`config.mk`:
```
export PLATFORM = sky130hd
export DESIGN_NAME = demux_1t8_nb_hs_flat
export DESIGN_NICKNAME = d
export VERILOG_FILES = /design/src/rtl/demux_1t8_nb_hs_if.sv /design/src/rtl/demux_1t8_nb_hs.sv /design/src/flat_wrapper.sv
export SDC_FILE = /design/constraint.sdc
export NUM_CORES = 1
export LEC_CHECK = 0
export ABC_AREA = 1
export CORE_ASPECT_RATIO = 1.75
export CORE_MARGIN = 8
export CORE_UTILIZATION = 38
export CTS_BUF_LIST = sky130_fd_sc_hd__clkbuf_16
export DETAILED_ROUTE_END_ITERATION = 7
export DONT_BUFFER_PORTS = 1
export GPL_ROUTABILITY_DRIVEN = 0
export GPL_TIMING_DRIVEN = 1
export PLACE_DENSITY = 0.54
export SYNTH_ARGS = -nofsm -noshare
export SYNTH_HDL_FRONTEND = slang
export SYNTH_SLANG_ARGS = --single-unit
```
`constraint.sdc`:
```
create_clock -name clk -period 1.49 [get_ports clk]
set_input_delay 0.2235 -clock clk [delete_from_list [all_inputs] [get_ports clk]]
set_output_delay 0.2235 -clock clk [all_outputs]
set_load 0.02 [all_outputs]
```
`src/rtl/demux_1t8_nb_hs_if.sv`:
```
// Handshake bundle for the 1-to-8 distributor: one upstream port, eight downstream channels.
// The slave modport is the distributor itself; master is the producer/consumer side.
interface demux_1t8_nb_hs_if #(
    parameter int n = 8
) ();
    logic           in_vld;
    logic           in_rdy;
    logic [2:0]     sel;
    logic           bcast;
    logic [n-1:0]   d_in;
    logic [7:0]     out_vld;
    logic [7:0]     out_rdy;
    logic [8*n-1:0] d_out;
    logic           busy;

    modport master (
        output in_vld,
        output sel,
        output bcast,
        output d_in,
        output out_rdy,
        input  in_rdy,
        input  out_vld,
        input  d_out,
        input  busy
    );

    modport slave (
        input  in_vld,
        input  sel,
        input  bcast,
        input  d_in,
        input  out_rdy,
        output in_rdy,
        output out_vld,
        output d_out,
        output busy
    );
endinterface

```
`src/rtl/demux_1t8_nb_hs.sv`:
```
// Registered 1-to-8 distributor: each channel owns a one-entry holding register, so a
// stalled consumer only blocks words addressed to it (or broadcasts).
module demux_1t8_nb_hs #(
    parameter int n = 8
) (
    input  logic               clk,
    input  logic               rst_n,
    demux_1t8_nb_hs_if.slave   bus
);

    logic [7:0]   vld_reg;
    logic [n-1:0] data_reg [8];
    logic [7:0]   free;
    logic [7:0]   target;
    logic         in_rdy_next;
    logic         accept;

    // A channel can take a new word if it is empty or its current word leaves this cycle.
    assign free = ~vld_reg | bus.out_rdy;

    always_comb begin
        target = 8'h00;
        if (bus.bcast) begin
            target = 8'hFF;
        end else begin
            target[bus.sel] = 1'b1;
        end
    end

    // Ready depends only on channel state and routing, never on in_vld.
    always_comb begin
        in_rdy_next = 1'b0;
        if (bus.bcast) begin
            in_rdy_next = &free;
        end else begin
            in_rdy_next = free[bus.sel];
        end
    end

    assign accept     = bus.in_vld & in_rdy_next;
    assign bus.in_rdy = in_rdy_next;

    generate
        for (genvar gi = 0; gi < 8; gi++) begin : g_chan
            // Load wins over drain, which keeps one word per cycle flowing through a channel.
            always_ff @(posedge clk or negedge rst_n) begin
                if (!rst_n) begin
                    vld_reg[gi]  <= 1'b0;
                    data_reg[gi] <= '0;
                end else if (accept && target[gi]) begin
                    vld_reg[gi]  <= 1'b1;
                    data_reg[gi] <= bus.d_in;
                end else if (bus.out_rdy[gi]) begin
                    vld_reg[gi]  <= 1'b0;
                end
            end

            assign bus.d_out[gi*n +: n] = data_reg[gi];
        end
    endgenerate

    assign bus.out_vld = vld_reg;
    assign bus.busy    = |vld_reg;

endmodule

```
`src/flat_wrapper.sv`:
```
// flat-port wrapper written by rule: the top's interface ports become plain ports
module demux_1t8_nb_hs_flat 
#(
    parameter int n = 8
)
  (clk, rst_n, bus_in_vld, bus_sel, bus_bcast, bus_d_in, bus_out_rdy, bus_in_rdy, bus_out_vld, bus_d_out, bus_busy);
  demux_1t8_nb_hs_if #(.n(n)) bus_i ();
  input  logic clk;
  input  logic rst_n;
  input wire logic [$bits(bus_i.in_vld)-1:0] bus_in_vld;
  input wire logic [$bits(bus_i.sel)-1:0] bus_sel;
  input wire logic [$bits(bus_i.bcast)-1:0] bus_bcast;
  input wire logic [$bits(bus_i.d_in)-1:0] bus_d_in;
  input wire logic [$bits(bus_i.out_rdy)-1:0] bus_out_rdy;
  output wire logic [$bits(bus_i.in_rdy)-1:0] bus_in_rdy;
  output wire logic [$bits(bus_i.out_vld)-1:0] bus_out_vld;
  output wire logic [$bits(bus_i.d_out)-1:0] bus_d_out;
  output wire logic [$bits(bus_i.busy)-1:0] bus_busy;
  assign bus_i.in_vld = bus_in_vld;
  assign bus_i.sel = bus_sel;
  assign bus_i.bcast = bus_bcast;
  assign bus_i.d_in = bus_d_in;
  assign bus_i.out_rdy = bus_out_rdy;
  assign bus_in_rdy = bus_i.in_rdy;
  assign bus_out_vld = bus_i.out_vld;
  assign bus_d_out = bus_i.d_out;
  assign bus_busy = bus_i.busy;
  demux_1t8_nb_hs #(.n(n)) u_core (.clk(clk), .rst_n(rst_n), .bus(bus_i));
endmodule
```
Yosys cells after proc, flatten, opt, wreduce, memory -nomap -nowiden:

Index checks and enable logic that the tools add are counted.

* input bits: 23
* logic and storage cells: 62
* latch bits: 0
* register bits: 72
* memories kept: 0
* bits in read-only memories: 0
* bits in writable memories: 0
* output and inout port bits: 74

* bitwise operators: 3
* equal/unequal tests: 0
* reductions and logical operators: 19
* multiply operators: 0
* add/subtract/negate cells: 0
* muxes and demuxes: 22
* divide/modulo/power cells: 0
* magnitude comparators: 2
* shift operators: 0

Operators by type and width (count)
* $mux W1: 19
* $reduce_bool A2 Y1: 8
* $logic_and A1 B1 Y1: 9
* $mux W8: 1
* $not A8 Y8: 1
* $or A8 B8 Y8: 1
* $reduce_and A8 Y1: 1
* $reduce_or A8 Y1: 1
* $lt A3 B4 Y1 const B: 1
* $bmux W1 S3: 1
* $demux W1 S3: 1
* $ge A3 B1 Y1 const B: 1
* $and A1 B1 Y1: 1

Depth between registers and ports, before layout:

* word-level depth: 8
* mapped depth: 12
* gate-level depth less buffers: 11

Worst setup path before layout:

OpenSTA, ideal clock, no wires.

* path kind: reg2reg
* start point: register u_core.vld_reg[6] (netlist: u_core.bus.out_vld[6])
* end point: register u_core.data_reg, in the netlist u_core.bus.d_out[48]
* slack: -0.042 ns
* required time: 1.372 ns
* cell stages (with the launch flop): 10
* setup time: 0.118 ns
* data arrival time: 1.414 ns
* period minus slack after synthesis: 1.532 ns
* cell sequence: dfrtp_1 -> inv_1 -> nor2_1 -> nor3b_1 -> nand3_1 -> nand2_4 -> buf_12 -> nand3_4 -> nand2_1 -> nand2_1

* longest elaborated chain between the ends: 7
* elaborated cells on any way between the ends: 8
* classes of those cells: 3 x mux; 3 x bitwise; 2 x reduce/logical

Ends and longest elaborated chain
* start, declared: RTL line demux_1t8_nb_hs.sv:11 `logic [7:0] vld_reg;`
* start signal, assigned by index: RTL line demux_1t8_nb_hs.sv:48 `vld_reg[gi] <= 1'b0;`
* start signal, assigned by index: RTL line demux_1t8_nb_hs.sv:51 `vld_reg[gi] <= 1'b1;`
* start signal, assigned by index: RTL line demux_1t8_nb_hs.sv:54 `vld_reg[gi] <= 1'b0;`
* $not A8 Y8 *: RTL line demux_1t8_nb_hs.sv:19 `assign free = ~vld_reg | bus.out_rdy;`
* $or A8 B8 Y8 *: RTL line demux_1t8_nb_hs.sv:19
* $bmux W1 S3: RTL line demux_1t8_nb_hs.sv:36 `in_rdy_next = free[bus.sel];`
* $mux W1 (not written as such): RTL line demux_1t8_nb_hs.sv:36
* $mux W1 *: RTL line demux_1t8_nb_hs.sv:33 `if (bus.bcast) begin`
* $and A1 B1 Y1 *: RTL line demux_1t8_nb_hs.sv:40 `assign accept = bus.in_vld & in_rdy_next;`
* $logic_and A1 B1 Y1 *: RTL line demux_1t8_nb_hs.sv:50 `end else if (accept && target[gi]) begin`
* end signal, assigned by index: RTL line demux_1t8_nb_hs.sv:52 `data_reg[gi] <= bus.d_in;`
* end, declared: RTL line demux_1t8_nb_hs.sv:12 `logic [n-1:0] data_reg [8];`

Every way passes the cells marked *; elsewhere a longest branch is shown, timed or not. The select of a mux whose other input is x is not followed.
A chain may end at the register's enable or synchronous reset.

Worst setup path in the final report:

* start point: register u_core.vld_reg[5] (netlist: u_core.bus.out_vld[5])
* end point: output bus_in_rdy

* longest elaborated chain between the ends: 5
* elaborated cells on any way between the ends: 6
* classes of those cells: 3 x mux; 2 x bitwise; 1 x reduce/logical

Ends and longest elaborated chain
* $not A8 Y8 *: RTL line demux_1t8_nb_hs.sv:19
* $or A8 B8 Y8 *: RTL line demux_1t8_nb_hs.sv:19
* $bmux W1 S3: RTL line demux_1t8_nb_hs.sv:36
* $mux W1 (not written as such): RTL line demux_1t8_nb_hs.sv:36
* $mux W1 *: RTL line demux_1t8_nb_hs.sv:33
* end, declared: RTL line flat_wrapper.sv:15 `output wire logic [$bits(bus_i.in_rdy)-1:0] bus_in_rdy;`

Marks and branches as above.

==> run_results.csv <==
group,metric,value,unit
power,ir_worst_vdd,0.712,mV
status,violations,"negative hold slack, negative setup slack",
setup_path,path_max_fanout,5,
min_path,hp-class,"in2async",
clock_tree,clk_pin_slew,0.06,ns
sta,max_freq,0.575,GHz
sta,slew_violations,0,
synthesis,yosysWarnings,0,
synthesis,synth_edf_count,0,
clock_tree,cts_tree,"yes",
synthesis,synthXorXnorAreaFrac,0,%
sta,rsz0062_at_grt,"yes",
sta,fin_skew,0.00537,ns
floorplanning,core,8500,µm²
sta,slew_headroom,74.2,%
synthesis,yosys-top-cells-area,"dfrtp_1, nand2_1, nand4_1",
synthesis,synth_top_area_cell,"dfrtp_1",
synthesis,synthAdderAreaFrac,0,%
clock_tree,clock_sinks,72,
synthesis,synth.net_count,393,
synthesis,synth_cell_types,24,
finish,final_common_cell,"nand2_1",
grt,grt_max_degree,73,
sta,tightest_slew,0.386,ns
sta,post-route-min-period,1.74,ns
run,cap_violations,0,
synthesis,ys_seq_area_share,55.2,%
synthesis,syn_area_per_cell,8.82,µm²
route,wire_per_inst,19.2,µm
placement,placed_area,3600,µm²
sta,layout_setup_ws,-0.249,ns
route,vias,2758,
finish,num_antenna_cells,0,
sta,hold_violations,72,
power,power_leakage,0.00205,µW
route,drtAntennaViolNets,0,
sta,whs,-0.419,ns
finish,drive_gt1_share,24.1,%
clock_tree,ctsHoldBuffers,5,
grt,gr-usage-all-layers,16.9,%
finish,fill_cells,788,
setup_path,reg2reg_slack,-0.19,ns
status,status,"finished with violations",
setup_path,end_kind,"primary output",
grt,grt_remaining_overflow,0,
synthesis,ys_ff_latch,72,
synthesis,synth_top_family_by_area,"simple AND/OR/NAND/NOR gates",
clock_tree,cts_root_buffer,"clkbuf_16",
route,drt_iter0_drc,253,
clock_tree,h-tree-depth,3,
placement,dp_hpwl,6830,µm
floorplanning,io_pins,97,
synthesis,syn_area,3260,µm²
setup_path,cp.arrival,1.52,ns
synthesis,synthCells,370,
route,drt_wl_total,10000,µm
finish,syn2layout_area_growth,26.9,%
sta,setup_violations,70,
finish,final_nets,424,
setup_path,startpoint_type,"flip-flop",
power,power.density,1590,nW/µm²
floorplanning,die_area,11900,µm²
synthesis,synth_ff_type,"dfrtp_1",
synthesis,synth_compound_area_share,1.27,%
sta,period_share,117,%
synthesis,muxShareOfSynthArea,0,%
floorplanning,rows,45,
setup_path,critical_path_required,1.27,ns
finish,stdcell_area,4140,µm²
clock_tree,clkLatencyLatePin,0.33,ns
placement,port_buffers,0,
grt,grt_pass1_wl,15400,µm
synthesis,synthSimpleGateAreaFrac,37.7,%
clock_tree,clk_path_buf_depth,2,
route,viasPerCell,5.27,
finish,layout_common_cells,"nand2_1, dfrtp_1, nand4_1",
placement,post-place-cells,497,
route,first_pass_iters,4,
clock_tree,numCtsBuffers,9,
floorplanning,initial_core_util,38.4,%
synthesis,yosysTopAreaCellShare,55.2,%
setup_path,critPathKind,"reg2out",
floorplanning,die_y,139,µm
floorplanning,die_x,86.0,µm
route,drc,0,
grt,grt_pass1_vias,2627,
finish,finalNonFillerCells,523,
grt,antenna_found_initial,0,
synthesis,async_reset_ff_share,100,%
## final timing paths
kind	cells past startpoint	to	from
worst max-delay path	9	bus_in_rdy	u_core.bus.out_vld[5]
worst min-delay path	0	u_core.bus.d_out[63]	rst_n
worst max register to register	12	u_core.bus.d_out[0]	u_core.bus.out_vld[5]
worst min register to register	2	u_core.bus.out_vld[5]	u_core.bus.out_vld[5]
max in group asynchronous	0	u_core.bus.out_vld[0]	rst_n
min in group clk	2	u_core.bus.d_out[14]	bus_d_in[6]
## power breakdown
group          internal [µW]  switching (µW)  leakage (µW)
Combinational            508             631       0.00102
Clock                   1260             797      0.000141
Sequential              2430             950      0.000890
## cells in the mapped netlist, types with 2 or more instances
cell      number
nand2_1      154
o21ai_1        3
nand3_1        5
clkbuf_1      14
nor4_1         2
nand3_4        5
o21ai_0        4
buf_2          2
buf_4          5
inv_1         12
nand4_1       64
dfrtp_1       72
nor2_1        13
nor2_2         2
nand3_2        4
## kinds of logic (layout without fill, tap and decap cells)
family          count (synthesis)  after routing
compound gates                  8              8
buf+inv                        38             74
simple gates                  252            252
flops                          72             72
## layer usage
layer / global-route usage, % / share of wire [%] / vias up
met1: 19.7 / 38 / 1330
li1: - / - / 1316
met2: 25.5 / 49 / 95
met5: 0 / 0 / -
met3: 6.82 / 10 / 17
met4: 9.11 / 2.9 / 0
## critical path, stage by stage, from the launching register on
cell and delay, ns:
dfrtp_2 0.40, inv_2 0.08, nor2_4 0.04, nand3_2 0.07, nand2_2 0.07, nor2_4 0.11, nand3_2 0.08, nand2_4 0.11
buf_12 0.11, buf_12 0.11
## flip-flops by register name, summed over array words and instances (netlist names)
signal / flops
u_core.bus.d_out: 64
u_core.bus.out_vld: 8
## metrics by stage
step	TNS (ns)	setup WS, ns	hold slack, ns	total power [µW]	utilization (%)
4_1_cts	-14.41	-0.285	-0.424	6570	47.1
5_1_grt	-14.70	-0.313	-0.427	6890	48.7
3_3_place_gp	-7.06	-0.141	-0.0687	4410	42.4
6_report	-7.69	-0.249	-0.419	6580	48.7
3_5_place_dp	-8.95	-0.162	-0.0684	4430	42.4
2_1_floorplan	0	0.000192	-0.0721	4000	-
## area by class of cell
| type | instances | area (µm²) | area share (%) |
|---|---|---|---|
| clock buffer | 9 | 225 | 5.44 |
| inverter | 14 | 55.1 | 1.33 |
| timing repair buffer | 44 | 424 | 10.2 |
| sequential | 72 | 1810 | 43.7 |
| tap | 117 | 146 | 3.54 |
| multi-input combinational | 260 | 1420 | 34.4 |
| clock inverter | 7 | 53.8 | 1.30 |
## what timing repair did
| action | in CTS | in global routing |
|---|---|---|
| setup endpoints to repair | 73 | 74 |
| pin swaps | 6 | 11 |
| resized for setup | 12 | 28 |
| hold endpoints to repair | 77 | 72 |
| setup buffers | 2 | 3 |
Power figures use the tool's default switching activity.
